===== src/rtl/mem_port_arbiter_if.sv =====
// Request/grant/return bundle between the fetch port, the data port and the
// shared single-port memory. The arbiter takes the slave view.
interface mem_port_arbiter_if #(
    parameter int ADDR_W = 32,
    parameter int DATA_W = 32
);
    logic              if_req;
    logic [ADDR_W-1:0] if_addr;
    logic              if_gnt;
    logic              if_rvalid;
    logic [DATA_W-1:0] if_rdata;
    logic              if_stall;

    logic              d_req;
    logic              d_we;
    logic [ADDR_W-1:0] d_addr;
    logic [DATA_W-1:0] d_wdata;
    logic              d_gnt;
    logic              d_rvalid;
    logic [DATA_W-1:0] d_rdata;
    logic              d_stall;

    logic              mem_cs;
    logic              mem_we;
    logic [ADDR_W-1:0] mem_addr;
    logic [DATA_W-1:0] mem_wdata;
    logic [DATA_W-1:0] mem_rdata;

    modport slave (
        input  if_req, if_addr, d_req, d_we, d_addr, d_wdata, mem_rdata,
        output if_gnt, if_rvalid, if_rdata, if_stall,
        output d_gnt, d_rvalid, d_rdata, d_stall,
        output mem_cs, mem_we, mem_addr, mem_wdata
    );

    modport master (
        output if_req, if_addr, d_req, d_we, d_addr, d_wdata, mem_rdata,
        input  if_gnt, if_rvalid, if_rdata, if_stall,
        input  d_gnt, d_rvalid, d_rdata, d_stall,
        input  mem_cs, mem_we, mem_addr, mem_wdata
    );
endinterface


===== src/rtl/mem_port_arbiter.sv =====
// Shares one single-port memory between instruction fetch and data access.
// Data has priority; a starvation counter forces a fetch grant periodically.
module mem_port_arbiter #(
    parameter int ADDR_W     = 32,
    parameter int DATA_W     = 32,
    parameter int MEM_LAT    = 1,
    parameter int STARVE_MAX = 3
) (
    input logic               clk,
    input logic               rst,
    mem_port_arbiter_if.slave bus
);
    typedef enum logic {IDLE, BUSY} state_t;

    localparam logic [2:0] LAT_LAST   = 3'(MEM_LAT - 1);
    localparam logic [3:0] STARVE_LIM = 4'(STARVE_MAX);

    state_t            state;
    logic [2:0]        lat_cnt;
    logic              owner;
    logic [3:0]        starve_cnt;

    logic              ret_cyc;
    logic              free;
    logic              pick_if;
    logic              if_gnt;
    logic              d_gnt;
    logic              rd_issue;
    logic              if_rvalid;
    logic              d_rvalid;
    logic [ADDR_W-1:0] sel_addr;
    logic [DATA_W-1:0] sel_wdata;

    // The return cycle is also an arbitration slot so reads can go back to back.
    always_comb begin
        ret_cyc   = (state == BUSY) && (lat_cnt == LAT_LAST);
        free      = (state == IDLE) || ret_cyc;
        pick_if   = bus.if_req && (!bus.d_req || (starve_cnt == STARVE_LIM));
        if_gnt    = !rst && free && pick_if;
        d_gnt     = !rst && free && bus.d_req && !pick_if;
        rd_issue  = if_gnt || (d_gnt && !bus.d_we);
        if_rvalid = !rst && ret_cyc && !owner;
        d_rvalid  = !rst && ret_cyc && owner;
        sel_addr  = '0;
        sel_wdata = '0;
        if (d_gnt) begin
            sel_addr  = bus.d_addr;
            sel_wdata = bus.d_wdata;
        end else if (if_gnt) begin
            sel_addr = bus.if_addr;
        end
    end

    assign bus.if_gnt    = if_gnt;
    assign bus.d_gnt     = d_gnt;
    assign bus.if_rvalid = if_rvalid;
    assign bus.d_rvalid  = d_rvalid;
    assign bus.if_rdata  = if_rvalid ? bus.mem_rdata : '0;
    assign bus.d_rdata   = d_rvalid ? bus.mem_rdata : '0;
    assign bus.mem_cs    = if_gnt || d_gnt;
    assign bus.mem_we    = d_gnt && bus.d_we;
    assign bus.mem_addr  = sel_addr;
    assign bus.mem_wdata = sel_wdata;

    // Stall covers both "not yet granted" and "read in flight, data not back".
    assign bus.if_stall = !rst && ((bus.if_req && !if_gnt) ||
                                   ((state == BUSY) && !ret_cyc && !owner));
    assign bus.d_stall  = !rst && ((bus.d_req && !d_gnt) ||
                                   ((state == BUSY) && !ret_cyc && owner));

    always_ff @(posedge clk) begin
        if (rst) begin
            state      <= IDLE;
            lat_cnt    <= '0;
            owner      <= 1'b0;
            starve_cnt <= '0;
        end else begin
            if (free) begin
                state   <= rd_issue ? BUSY : IDLE;
                lat_cnt <= '0;
                if (rd_issue) begin
                    owner <= d_gnt;
                end
            end else begin
                lat_cnt <= lat_cnt + 3'd1;
            end

            if (!bus.if_req || if_gnt) begin
                starve_cnt <= '0;
            end else if (d_gnt && (starve_cnt != STARVE_LIM)) begin
                starve_cnt <= starve_cnt + 4'd1;
            end
        end
    end
endmodule


===== src/flat_wrapper.sv =====
// flat-port wrapper written by rule: the top's interface ports become plain ports
module mem_port_arbiter_flat 
#(
    parameter int ADDR_W     = 32,
    parameter int DATA_W     = 32,
    parameter int MEM_LAT    = 1,
    parameter int STARVE_MAX = 3
)
  (clk, rst, bus_if_req, bus_if_addr, bus_d_req, bus_d_we, bus_d_addr, bus_d_wdata, bus_mem_rdata, bus_if_gnt, bus_if_rvalid, bus_if_rdata, bus_if_stall, bus_d_gnt, bus_d_rvalid, bus_d_rdata, bus_d_stall, bus_mem_cs, bus_mem_we, bus_mem_addr, bus_mem_wdata);
  mem_port_arbiter_if #(.ADDR_W(ADDR_W), .DATA_W(DATA_W)) bus_i ();
  input logic clk;
  input logic rst;
  input wire logic [$bits(bus_i.if_req)-1:0] bus_if_req;
  input wire logic [$bits(bus_i.if_addr)-1:0] bus_if_addr;
  input wire logic [$bits(bus_i.d_req)-1:0] bus_d_req;
  input wire logic [$bits(bus_i.d_we)-1:0] bus_d_we;
  input wire logic [$bits(bus_i.d_addr)-1:0] bus_d_addr;
  input wire logic [$bits(bus_i.d_wdata)-1:0] bus_d_wdata;
  input wire logic [$bits(bus_i.mem_rdata)-1:0] bus_mem_rdata;
  output wire logic [$bits(bus_i.if_gnt)-1:0] bus_if_gnt;
  output wire logic [$bits(bus_i.if_rvalid)-1:0] bus_if_rvalid;
  output wire logic [$bits(bus_i.if_rdata)-1:0] bus_if_rdata;
  output wire logic [$bits(bus_i.if_stall)-1:0] bus_if_stall;
  output wire logic [$bits(bus_i.d_gnt)-1:0] bus_d_gnt;
  output wire logic [$bits(bus_i.d_rvalid)-1:0] bus_d_rvalid;
  output wire logic [$bits(bus_i.d_rdata)-1:0] bus_d_rdata;
  output wire logic [$bits(bus_i.d_stall)-1:0] bus_d_stall;
  output wire logic [$bits(bus_i.mem_cs)-1:0] bus_mem_cs;
  output wire logic [$bits(bus_i.mem_we)-1:0] bus_mem_we;
  output wire logic [$bits(bus_i.mem_addr)-1:0] bus_mem_addr;
  output wire logic [$bits(bus_i.mem_wdata)-1:0] bus_mem_wdata;
  assign bus_i.if_req = bus_if_req;
  assign bus_i.if_addr = bus_if_addr;
  assign bus_i.d_req = bus_d_req;
  assign bus_i.d_we = bus_d_we;
  assign bus_i.d_addr = bus_d_addr;
  assign bus_i.d_wdata = bus_d_wdata;
  assign bus_i.mem_rdata = bus_mem_rdata;
  assign bus_if_gnt = bus_i.if_gnt;
  assign bus_if_rvalid = bus_i.if_rvalid;
  assign bus_if_rdata = bus_i.if_rdata;
  assign bus_if_stall = bus_i.if_stall;
  assign bus_d_gnt = bus_i.d_gnt;
  assign bus_d_rvalid = bus_i.d_rvalid;
  assign bus_d_rdata = bus_i.d_rdata;
  assign bus_d_stall = bus_i.d_stall;
  assign bus_mem_cs = bus_i.mem_cs;
  assign bus_mem_we = bus_i.mem_we;
  assign bus_mem_addr = bus_i.mem_addr;
  assign bus_mem_wdata = bus_i.mem_wdata;
  mem_port_arbiter #(.ADDR_W(ADDR_W), .DATA_W(DATA_W), .MEM_LAT(MEM_LAT), .STARVE_MAX(STARVE_MAX)) u_core (.clk(clk), .rst(rst), .bus(bus_i));
endmodule

===== config.mk =====
export PLATFORM = sky130hd
export DESIGN_NAME = mem_port_arbiter_flat
export DESIGN_NICKNAME = d
export VERILOG_FILES = /design/src/rtl/mem_port_arbiter_if.sv /design/src/rtl/mem_port_arbiter.sv /design/src/flat_wrapper.sv
export SDC_FILE = /design/constraint.sdc
export NUM_CORES = 1
export LEC_CHECK = 0
export ABC_AREA = 1
export ABC_CLOCK_PERIOD_IN_PS = 1700
export CORE_AREA = 2 2 104 106
export CTS_CLUSTER_SIZE = 25
export DETAILED_ROUTE_END_ITERATION = 8
export DIE_AREA = 0 0 106 108
export MAX_ROUTING_LAYER = met4
export SLEW_MARGIN = 20
export SYNTH_ARGS = -nofsm -noshare
export SYNTH_HDL_FRONTEND = slang
export SYNTH_SLANG_ARGS = --single-unit
export TNS_END_PERCENT = 100

===== constraint.sdc =====
create_clock -name clk -period 1.7 [get_ports clk]
set_input_delay 0.34 -clock clk [delete_from_list [all_inputs] [get_ports clk]]
set_output_delay 0.34 -clock clk [all_outputs]
set_load 0.01 [all_outputs]

==> results.md, run 1 <==
- The slew at the pin closest to its max-slew limit is ~0.20 ns.
- The repair_antennas step left the layout with diodes totalling 0.
- The final net count is ~800.
- Clock tree synthesis found a total of 9 sinks.
- VDD sags by at most about 0.18 mV.
- The post-route antenna net violation count is 0.
- The final reports fail on setup timing.
- The gate count after technology mapping is 354.
- Leaving out fill and tap cells, the most frequent cells in the layout are sky130_fd_sc_hd__clkdlybuf4s50_1, sky130_fd_sc_hd__inv_1, sky130_fd_sc_hd__nor2_1, sky130_fd_sc_hd__nand2_1, sky130_fd_sc_hd__buf_2.
- The routing usage on met2 is 0.340.
- At the placement stage, the worst setup path has a slack of -0.910 ns.
- The kind of end point of the critical path is a primary output.
- The library cell used most frequently in the layout, excluding fill and tap cells, is sky130_fd_sc_hd__clkdlybuf4s50_1.
- The die height is between 100 and 150 um.
- The total number of placement rows is 37.
- The total via count after detailed routing is roughly 3200.
- The number of maximum-capacitance constraint violations is 0.
- Setup repair after global routing could not meet its margin everywhere.
- The post-synthesis instance area is between 1500 and 2000 um^2.
- Data on the critical path arrives at its endpoint at 1.68 ns.
- After synthesis, the netlist uses 21 different library cells.
- The run finished, with violations left.
- During placement, the flow inserted port buffers numbering 268.
- The floorplan step defined a die boundary enclosing between 10000 and 15000 um^2.
- Clock-pin slew was measured on the worst setup and hold paths at 0.05 ns.
- The launching element type of the critical path is an input pin.
- The area of the core region is 10200 um^2.
- Across the whole layout, storage elements account for 183 um^2.
- The switching part of the total is 0.337.
- Counting along the longest clock path gives a buffer depth of 2.
- From synthesis to final layout, the design area changed by 205%.
- The clock network latency to the later pin of the worst-skew pair is between 0.2 and 0.25 ns.
- The iteration-0 DRC count of the detailed router is 146.
- In this run the horizontal extent of the chip is approximately 110 um.
- The post-detailed-route DRC marker count is 0.
- In the post-route analysis, the smallest setup slack over all paths is -0.324 ns.
- The multi-input logic area is ~1400 um^2.
- Of the total power, the clock network draws 0.182.
- The number of max-slew violations in the final report is 0.
- The Yosys step of the flow raised 0 warnings.
- Of the total power, registers draw 0.156.
- The number of clock buffers added by TritonCTS is 3.
- Internal power comes to 924 uW.
- The flip-flop and latch count after synthesis is 9.
- The final clock period utilization by the worst path is 1.19.
- The met1 track utilization from global routing is 0.180.
- The layout has slightly above 1000 filler cells.
- Setup violations remaining at the end of the flow were counted as 135.
- Along the worst path, the maximum fanout reaches 8.
- The congestion estimate from routability-driven global placement came to between 0.8 and 0.9.
- The critical path data required time is between 1 and 1.5 ns.
- The net switching power is between 400 and 500 uW.
- After layout, the minimum clock period comes to about 2 ns.
- For this run, the top clock speed supported by timing is between 0.4 and 0.5 GHz.
- Once layout is complete, the cells apart from fillers number about 800.
- The clock tree skew after final layout is 0.00129 ns.
- The total routing usage reported by global routing is 0.173.
- For this configuration, the core starts out at a cell density of 0.168.
- The global-route wire length before repair is approximately 16 mm.
- In this run the clock root is driven by a sky130_fd_sc_hd__clkbuf_8.
- The number of antenna violations at the first check in global routing came to 0.
- The met3 usage is 0.0356.
- The number of hold buffers added after CTS was 0.
- For this design the ratio of total power to cell area is approximately 270 nW/um^2.
- After legalization and detailed placement, the total HPWL measured between 7 and 8 mm.
- The start-to-end type of the worst setup path is in -> out.
- The share of layout cells above drive strength 1 is 0.438.
- After global routing, the most crowded layer is met2.
- The final routed wire length divided by cell count is 13.1 um.
- The first detailed-routing pass took 4 iterations.
- Summed over all layers, the global routing overflow is 0.
- During I/O placement, the number of pins put on the boundary was between 200 and 300.
- For this run, the register share of the synthesized area comes to 0.105.
- The count of H-tree levels built during CTS is 1.
- The number of nets in the synthesized netlist is 490.
- The number of global-route vias before repair was 3311.
- The worst hold slack is 0.500 ns.
- TritonCTS built the clock tree.
- The analysis attributes to cell leakage a power of ~0.0027 uW.
- The routed design has about 11 mm of wire.
- Entering global routing, the biggest net connects 33 pins.
- The combinational power share is 0.661.
- The post-placement cell count is just under 800.
- The worst slew slack as a fraction of its limit is 0.869.
- The synthesized area divided by synthesized cell count is just under 5 um^2.
- The total negative slack for setup checks is -31.66 ns.
- The number of failing hold endpoints at the final stage is 0.
- The ratio of routed vias to standard cells is around 4.
- The tightest min-delay check is of the reg -> reg type.
[timing repair]
action	in CTS	in global routing
gates cloned	6	2
pin swaps	8	22
resized for setup	549	105
setup endpoints to repair	136	136
buffers inserted	14	6
endpoints found under the hold margin	0	0
[metrics by stage]
step	cell area [um^2]	util	total power (uW)
CTS	4920	0.481	1330
global route	5250	0.513	1480
detailed placement	4700	0.459	1040
global placement	4700	0.459	1040
finish	5250	0.513	1390
floorplan	1720	-	468
[area by class of cell]
class,count,share of cell area
timing repair buffer,323,0.597
inverter,81,0.0593
tap,136,0.0324
sequential,9,0.0348
multi-input combinational,249,0.268
clock buffer,4,0.00858
[state kept, by name (all words and copies together), names as in the netlist]
name / count
u_core.lat_cnt: 3
u_core.owner: 1
u_core.state: 1
u_core.starve_cnt: 4
[per-layer routing]
layer,part of all wire,routed length [um],vias to the layer above
met5,0,0,-
met4,0.016,170,0
met3,0.081,855,12
met2,0.55,5740,180
met1,0.36,3740,1406
li1,-,-,1622
[cell usage after synthesis, drive strengths merged]
cell type  number  area share
xnor2           1      0.0051
nand2         118        0.27
buf             9       0.052
a21oi           5       0.021
dfxtp           9        0.10
ha              3       0.022
o21ai           1      0.0029
nand4           4       0.015
clkbuf          6       0.048
nor2          109        0.25
nand3           8       0.033
inv            81        0.18
[cells by family (layout without fill, tap and decap cells)]
family,after synthesis,in the layout,share of synthesized area
compound gates,6,6,0.0240
xor+xnor,1,1,0.00508
fa+ha+maj,3,3,0.0218
buf+inv,96,408,0.277
flops,9,9,0.105
simple gates,239,239,0.568
[critical path: stages]
cell                            delay [ns]
sky130_fd_sc_hd__dlygate4sd2_1        0.28
sky130_fd_sc_hd__buf_6                0.14
sky130_fd_sc_hd__nor2_8               0.12
sky130_fd_sc_hd__nand2_4              0.07
sky130_fd_sc_hd__a21oi_4              0.18
sky130_fd_sc_hd__buf_6                0.17
sky130_fd_sc_hd__buf_16               0.15
sky130_fd_sc_hd__nand2_2              0.05
sky130_fd_sc_hd__nand2_1              0.06
sky130_fd_sc_hd__buf_2                0.13
[path summary, 6_finish.rpt]
path / from / to / slack (ns) / depth (start not counted)
min reg2reg: u_core.lat_cnt[0] / u_core.lat_cnt[0] / 0.50 / 2
min: u_core.lat_cnt[0] / u_core.lat_cnt[0] / 0.50 / 2
max: rst / bus_mem_addr[1] / -0.32 / 10
max reg2reg: u_core.lat_cnt[1] / u_core.starve_cnt[3] / 0.23 / 11
[power by group through the flow]
stage	combinational (uW)	sequential, uW	clock (uW)
floorplan	246	222	0
global placement	819	221	0
detailed placement	821	221	0
CTS	852	218	258
global route	990	218	268
finish	921	218	254
Note: power is estimated with default switching activity, not from simulation.
==> run 2: changes to the inputs <==
- HOLD_SLACK_MARGIN: not set -> 0.1
==> results of run 2 <==
Final layout, timing and power as in run 1 (identical DEF).
